File: src/rtl/smarthome_defs.sv
// Shared definitions for the smarthome sensor front ends: frame geometry,
// sign-magnitude constants and the ADC reader FSM state encoding.
package smarthome_defs;

  localparam int ADC_FRAME_BITS = 16;
  localparam int SM_SIGN_BIT    = 15;

  typedef logic [ADC_FRAME_BITS-1:0] adc_word_t;

  localparam adc_word_t SM_NEG_FULL = 16'hFFFF;

  localparam logic [2:0] ST_IDLE  = 3'd0;
  localparam logic [2:0] ST_SETUP = 3'd1;
  localparam logic [2:0] ST_SHIFT = 3'd2;
  localparam logic [2:0] ST_HOLD  = 3'd3;
  localparam logic [2:0] ST_DONE  = 3'd4;

endpackage

File: src/rtl/adc_serial_reader_twos_to_signmag.sv
// Combinational two's-complement to sign-magnitude converter; the most negative
// code has no sign-magnitude equivalent and saturates to -32767.
module twos_to_signmag
  import smarthome_defs::*;
(
  input  logic [ADC_FRAME_BITS-1:0] raw,
  output logic [ADC_FRAME_BITS-1:0] sm
);

  function automatic adc_word_t sat_signmag(input logic signed [ADC_FRAME_BITS-1:0] v);
    logic signed [ADC_FRAME_BITS-1:0] mag;
    mag = -v;
    if (v == $signed(16'h8000)) begin
      return SM_NEG_FULL;
    end else if (v < 0) begin
      return {1'b1, mag[SM_SIGN_BIT-1:0]};
    end else begin
      return {1'b0, v[SM_SIGN_BIT-1:0]};
    end
  endfunction

  assign sm = sat_signmag(raw);

endmodule

File: src/rtl/adc_serial_reader.sv
// SPI mode-0 read-only front end for the temperature ADC: periodic 16-bit frame
// capture, conversion to sign-magnitude, one-cycle valid strobe.
module adc_serial_reader
  import smarthome_defs::*;
#(
  parameter int SCLK_DIV      = 4,
  parameter int SAMPLE_PERIOD = 1000
) (
  input  logic        clk,
  input  logic        rst,
  input  logic        enable,
  input  logic        adc_sdo,
  output logic        adc_cs_n,
  output logic        adc_sclk,
  output logic [15:0] adc_data,
  output logic        adc_valid,
  output logic        busy,
  output logic        overrun
);

  localparam int PW = $clog2(SAMPLE_PERIOD);
  localparam int DW = $clog2(SCLK_DIV + 1);

  logic [PW-1:0] period_cnt;
  logic [DW-1:0] div_cnt;
  logic [3:0]    bit_cnt;
  logic [2:0]    state;
  adc_word_t     shift_reg;
  adc_word_t     sm_word;
  logic          tick;
  logic          half_done;

  assign tick      = enable && (period_cnt == '0);
  assign half_done = (div_cnt == DW'(SCLK_DIV - 1));
  assign busy      = (state != ST_IDLE);

  always_ff @(posedge clk or posedge rst) begin
    if (rst) begin
      period_cnt <= '0;
    end else if (!enable) begin
      period_cnt <= '0;
    end else if (period_cnt == PW'(SAMPLE_PERIOD - 1)) begin
      period_cnt <= '0;
    end else begin
      period_cnt <= period_cnt + 1'b1;
    end
  end

  always_ff @(posedge clk or posedge rst) begin
    if (rst) begin
      state     <= ST_IDLE;
      div_cnt   <= '0;
      bit_cnt   <= '0;
      adc_cs_n  <= 1'b1;
      adc_sclk  <= 1'b0;
      adc_data  <= '0;
      adc_valid <= 1'b0;
      overrun   <= 1'b0;
    end else begin
      adc_valid <= 1'b0;
      // A start that arrives while a frame is in flight is dropped, not queued.
      if (tick && state != ST_IDLE) overrun <= 1'b1;
      case (state)
        ST_IDLE: begin
          if (tick) begin
            state    <= ST_SETUP;
            adc_cs_n <= 1'b0;
            div_cnt  <= '0;
          end
        end
        ST_SETUP: begin
          if (half_done) begin
            state   <= ST_SHIFT;
            div_cnt <= '0;
            bit_cnt <= '0;
          end else begin
            div_cnt <= div_cnt + 1'b1;
          end
        end
        ST_SHIFT: begin
          if (half_done) begin
            div_cnt  <= '0;
            adc_sclk <= ~adc_sclk;
            if (adc_sclk) begin
              if (bit_cnt == 4'd15) state <= ST_HOLD;
              else bit_cnt <= bit_cnt + 1'b1;
            end
          end else begin
            div_cnt <= div_cnt + 1'b1;
          end
        end
        ST_HOLD: begin
          if (half_done) begin
            state     <= ST_DONE;
            div_cnt   <= '0;
            adc_cs_n  <= 1'b1;
            adc_data  <= sm_word;
            adc_valid <= 1'b1;
          end else begin
            div_cnt <= div_cnt + 1'b1;
          end
        end
        ST_DONE: state <= ST_IDLE;
        default: state <= ST_IDLE;
      endcase
    end
  end

  // Capture on the clk edge that raises sclk; MSB shifts in first.
  always_ff @(posedge clk) begin
    if (state == ST_SHIFT && half_done && !adc_sclk) begin
      shift_reg <= {shift_reg[ADC_FRAME_BITS-2:0], adc_sdo};
    end
  end

  twos_to_signmag u_conv (
    .raw (shift_reg),
    .sm  (sm_word)
  );

endmodule
File: config.mk
export PLATFORM = sky130hd
export DESIGN_NAME = adc_serial_reader
export DESIGN_NICKNAME = d
export VERILOG_FILES = /design/src/rtl/smarthome_defs.sv /design/src/rtl/adc_serial_reader_twos_to_signmag.sv /design/src/rtl/adc_serial_reader.sv
export SDC_FILE = /design/constraint.sdc
export NUM_CORES = 1
export LEC_CHECK = 0
export BUFFER_PORTS_ARGS = -buffer_cell sky130_fd_sc_hd__buf_2
export CAP_MARGIN = 10
export CORE_ASPECT_RATIO = 0.7
export CORE_MARGIN = 4
export CORE_UTILIZATION = 40
export DETAILED_ROUTE_END_ITERATION = 8
export RECOVER_POWER = 100
export SYNTH_ARGS = -nofsm -noshare
export SYNTH_HDL_FRONTEND = slang
export SYNTH_SLANG_ARGS = --single-unit
File: constraint.sdc
create_clock -name clk -period 2.05 [get_ports clk]
set_clock_uncertainty 0.05 [all_clocks]
set_input_delay 0.41 -clock clk [delete_from_list [all_inputs] [get_ports clk]]
set_output_delay 0.41 -clock clk [all_outputs]
set_load 0.01 [all_outputs]
# After elaboration in Yosys (flattened, before gate mapping)

Index checks and enable logic that the tools add are counted.

Bits of input ports: 4
Word-level logic and storage cells: 72
Bits in registers: 56

Eq/ne operators: 14
Bitwise logic cells: 1
Multiplexer cells: 24
Reductions and logical operators: 18
Order comparisons: 1
$add $sub $neg: 4

Operators by type and width:

| kind                    | number |
|---|---|
| $mux W16                | 2 |
| $mux W3                 | 8 |
| $mux W10                | 2 |
| $eq A16 B16 Y1 const B  | 1 |
| $lt A16 B1 Y1 const B   | 1 |
| $mux W4                 | 4 |
| $neg A15 Y15            | 1 |
| $ne A2 B2 Y1 const B    | 7 |
| $pmux W3 S4             | 1 |
| $add A10 B1 Y10 const B | 1 |
| $eq A10 B10 Y1 const B  | 1 |
| $logic_not A10 Y1       | 1 |
| $eq A3 B2 Y1 const B    | 3 |
| $pmux W4 S2             | 1 |
| $pmux W3 S2             | 1 |
| $reduce_and A2 Y1       | 3 |
| $reduce_and A6 Y1       | 1 |
| $reduce_bool A2 Y1      | 3 |
| $reduce_and A5 Y1       | 1 |
| $add A4 B1 Y4 const B   | 1 |
| $eq A4 B4 Y1 const B    | 1 |
| $logic_and A1 B1 Y1     | 4 |
| $mux W1                 | 4 |
| $add A3 B1 Y3 const B   | 1 |
| other kinds (8)         | 8 |

# Longest topological paths before layout

Word-level depth: 5
Gate-level depth with buffers: 7

# Hierarchy

From an unflattened synthesis, not the netlist that was laid out.

Cell total of the unflattened synthesis: 231
Area total of the unflattened synthesis: 2,772.7 sq um

By module, submodules not included:

| module            | area each (sq um) | sequential area each (sq um) | cells an instance | times used |
|---|---|---|---|---|
| adc_serial_reader | 2,347.3           | 1,482.7                      | 171               | 1 |
| twos_to_signmag   | 425.4             | 0.0                          | 60                | 1 |

# Least setup slack after synthesis

No wires, ideal clock.

Kind: reg-to-reg
From: register div_cnt[0]
To: register shift_reg[0], enable pin
Path slack: -0.030 ns
Data arrival time: 1.642 ns
Stages on the path, launching flop included: 5
Buffers on the path: 0
Clock period less this slack: 2.080 ns
Cell sequence: dfrtp_1 > ha_1 > nor3b_2 > nand2_1 > nor2_1

Word-level cells in the longest chain between the ends: 3

Ends and longest elaborated chain:

| item                             | RTL line                 | text |
|---|---|---|
| start, declared                  | adc_serial_reader.sv:25  | `logic [DW-1:0] div_cnt;` |
| start signal, assigned           | adc_serial_reader.sv:77  | `div_cnt <= div_cnt + 1'b1;` |
| start signal, assigned           | adc_serial_reader.sv:89  | `div_cnt <= div_cnt + 1'b1;` |
| start signal, assigned           | adc_serial_reader.sv:100 | `div_cnt <= div_cnt + 1'b1;` |
| $eq A3 B2 Y1                     | adc_serial_reader.sv:34  | `assign half_done = (div_cnt == DW'(SCLK_DIV - 1));` |
| $logic_and A1 B1 Y1 (2 in a row) | adc_serial_reader.sv:111 | `if (state == ST_SHIFT && half_done && !adc_sclk) begin` |
| end signal, assigned             | adc_serial_reader.sv:112 | `shift_reg <= {shift_reg[ADC_FRAME_BITS-2:0], adc_sdo};` |
| end, declared                    | adc_serial_reader.sv:28  | `adc_word_t shift_reg;` |

No other way between the ends.
A chain may end at the register's enable or synchronous reset.

# Worst setup path after layout

From: register state[1]
To: output port busy

Word-level cells in the longest chain between the ends: 1

Ends and longest elaborated chain:

| item                   | RTL line                | text |
|---|---|---|
| start, declared        | adc_serial_reader.sv:27 | `logic [2:0] state;` |
| start signal, assigned | adc_serial_reader.sv:51 | `state <= ST_IDLE;` |
| start signal, assigned | adc_serial_reader.sv:66 | `state <= ST_SETUP;` |
| start signal, assigned | adc_serial_reader.sv:73 | `state <= ST_SHIFT;` |
| $reduce_bool A3 Y1     | adc_serial_reader.sv:35 | `assign busy = (state != ST_IDLE);` |
| end, declared          | adc_serial_reader.sv:17 | `output logic busy,` |

No other way between the ends.

==> results by group <==
STA
  • Worst-Margin Slew: ~1000 ps
  • Hold Vio Cnt, Final: 0
  • Fmax: between 500 and 600 MHz
  • Rel. slew slack: between 30% and 40%
  • Final Max Tran Viols: 0
  • RSZ-0062 raised after global routing: false
  • Final setup viols: 0
  • Final TNS setup: 0 ps
  • Minimum clock period after layout: slightly below 2000 ps
  • Period utilization: 94.9%

Yosys
  • EDFF count, synth: 16
  • Asr flop ratio synth: a little under three quarters
  • Predominant post-synthesis flop cell: dfrtp_1
  • Area contributors post-synth: dfrtp_1 (37%), edfxtp_1 (18%), nor2_1 (5.2%)
  • Seq/Total Area, Yosys: 56.7%
  • Cells after Synth: 240
  • Yosys top cell area share: ~37%
  • Most common cell in the netlist: dfrtp_1
  • Flip-flop and latch count after synthesis: 56
  • Warnings, synthesis: 0
  • Leading area contributor after synthesis: dfrtp_1
  • Post-synthesis instance area: 2620 um^2
  • Commonest cells in the netlist: dfrtp_1 (39), nor2_1 (36), a21oi_1 (19), edfxtp_1 (16)
  • Syn Area/Cell: approximately 11 um^2
  • Net Count, Synth: approximately 250
  • Cell variety after synth: 44

Min path
  • Hold crit path type: in2reg
  • Hold Crit Start: adc_sdo

Power
  • NetSw: between 1 and 1.5 mW
  • Power Dens Cells: ~1200 nW/um^2
  • Worst IR Drop VDD: roughly 0.46 mV
  • Power Total: 3.49 mW
  • Power Internal: between 2 and 2.5 mW
  • Clock network power share: approximately a quarter
  • Comb power frac: ~28%
  • Switching share of power: 33.5%
  • Leak Pwr: roughly 1.2 nW
  • Reg power frac: 47.2%

CTS
  • Clk slew on worst S/H paths: 110 ps
  • Clock sinks: 56
  • Clk_lat worst skew: approximately 310 ps
  • CTS tree: yes
  • Max Root-Sink Buffers: 2
  • Post-CTS setup buffer count: 0
  • TritonCTS buffer count: 5
  • Hold bufs inserted after CTS: 0
  • Clk root buf: clkbuf_8
  • CTS HTree Levels: 2

Critical path
  • Critical path's slowest cell: dfrtp_1
  • CP max FO: 8
  • Worst EP required: about 1600 ps
  • Worst Setup End Kind: output pin
  • Worst-path cell chain: buf_4, or3_1, clkbuf_1
  • Worst r2r src: div_cnt[0]$_DFFE_PP0P_
  • Startpoint Class: register
  • Critical path type: reg2out
  • Max incr delay on CP: between 400 and 500 ps
  • Worst EP arrival: about 1500 ps
  • CP startpoint: state[1]$_DFFE_PP0P_

Global routing
  • Grt total ovfl: 0
  • Total Routing Usage GR: roughly 15%
  • Initial antenna violation count: 0
  • First-pass GRT wire length: between 9000 and 10000 um
  • Largest net degree at the start of global routing: a little over 40
  • Vias in the first global route: about 1800

Detailed routing
  • DR vias: 1877
  • Via/cell ratio: approximately 5.2
  • Final wirelength: between 5000 and 6000 um
  • First DRT Iteration DRCs: 152
  • Antenna Nets Post-Route: 0
  • Post-route DRC: 0
  • First-pass iteration count of the detailed router: 4
  • DR WL/cell: between 15 and 20 um

Layout
  • Layout area overhead: 14.7%
  • Final nets: about 290
  • ANT cells: 0
  • Share of cells above drive strength 1: between 10% and 20%
  • Filler Cell Count: approximately 600

Die
  • DIE WIDTH: roughly 100 um
  • FP Rows: 24
  • Die Y: 75.7 um
  • IO Pins: 25
  • Core ar.: about 6300 um^2
  • Initial core utilization: 41.7%
  • Die area: 7920 um^2

Placement
  • Gpl congestion: roughly 0.8
  • DP HPWL: ~3800 um
  • PortBufs: 24

Job
  • Max Cap Viol: 0

Outcome
  • Outcome: complete, no violations
placed cells by master (no fill, tap or decap), drive strengths merged, types with 3 or more instances in the layout:
cell / n
o41ai: 3
nor3: 4
xnor2: 13
o31a: 3
nand3: 8
nand4: 3
nand2: 12
inv: 13
o21ai: 8
buf: 10
xor2: 9
clkbuf: 35
edfxtp: 16
dfrtp: 39
nor4: 4
a21oi: 19
or4: 3
nor2b: 3
nor2: 36
ha: 5
and3: 3
a31oi: 3
and2: 3
o31ai: 4
critical path: cells and delay by family (launching register included):
kind | cells | cell delay, ps
simple gates | 1 | 370
buf+inv | 2 | 340
flops | 1 | 460
logic make-up after synthesis:
| group | synth area share (%) |
|---|---|
| flip-flops | 56.7 |
| adder cells (fa/ha/maj) | 2.39 |
| buffers and inverters | 3.06 |
| AND/OR/NAND/NOR | 16.9 |
| XOR/XNOR | 7.37 |
| multiplexers | 1.63 |
| AO/OA/AOI/OAI | 12.0 |
metrics by stage:
stage / cells / instance area, um^2 / utilization [%] / setup slack [ps] / hold slack [ps]
after global routing: 358 / 3000 / 47.8 / 5.01 / 207
after floorplan: 240 / 2620 / - / 214 / 405
after global placement: 350 / 2920 / 46.5 / 200 / 407
final: 358 / 3000 / 47.8 / 104 / 218
after detailed placement: 350 / 2920 / 46.5 / 182 / 414
after CTS: 358 / 3050 / 48.6 / 85.0 / 182
routing by layer:
layer / routed length (um) / GRT usage [%] / vias up
met5: 0 / 0 / -
met4: 43 / 4.80 / 0
met3: 266 / 3.64 / 4
met2: 2160 / 21.0 / 41
met1: 2960 / 22.6 / 909
li1: - / - / 923
repair_timing:
item,in CTS,in global routing
resized for setup,0,1
endpoints found under the hold margin,0,0
endpoints found under the setup margin,0,1
cell type report:
cell class	instances	area, um^2	area share (%)
sequential	56	1480	49.4
multi-input combinational	164	1060	35.3
timing repair buffer	39	180	6.01
tap	78	97.6	3.25
clock buffer	6	72.6	2.42
clock inverter	2	60.1	2.00
inverter	13	48.8	1.63
final timing paths:
check	end	cells past startpoint	slack, ps
max in group asynchronous	adc_data[15]$_DFFE_PP0P_	3	970
max reg2reg	adc_data[15]$_DFFE_PP0P_	5	160
min reg2reg	overrun$_DFFE_PP0P_	1	440
min in group asynchronous	adc_data[7]$_DFFE_PP0P_	3	360
max	busy	3	100
min	shift_reg[0]$_DFFE_PP_	1	220
power by group through the flow:
stage               Combinational (mW)  Clock, mW  Sequential [mW]
finish                           0.992      0.850             1.64
global route                      1.12      0.911             1.68
CTS                               1.07      0.868             1.64
detailed placement                1.07          0             1.66
global placement                  1.05          0             1.66
floorplan                        0.616          0             1.70
Note: power is estimated with default switching activity, not from simulation.
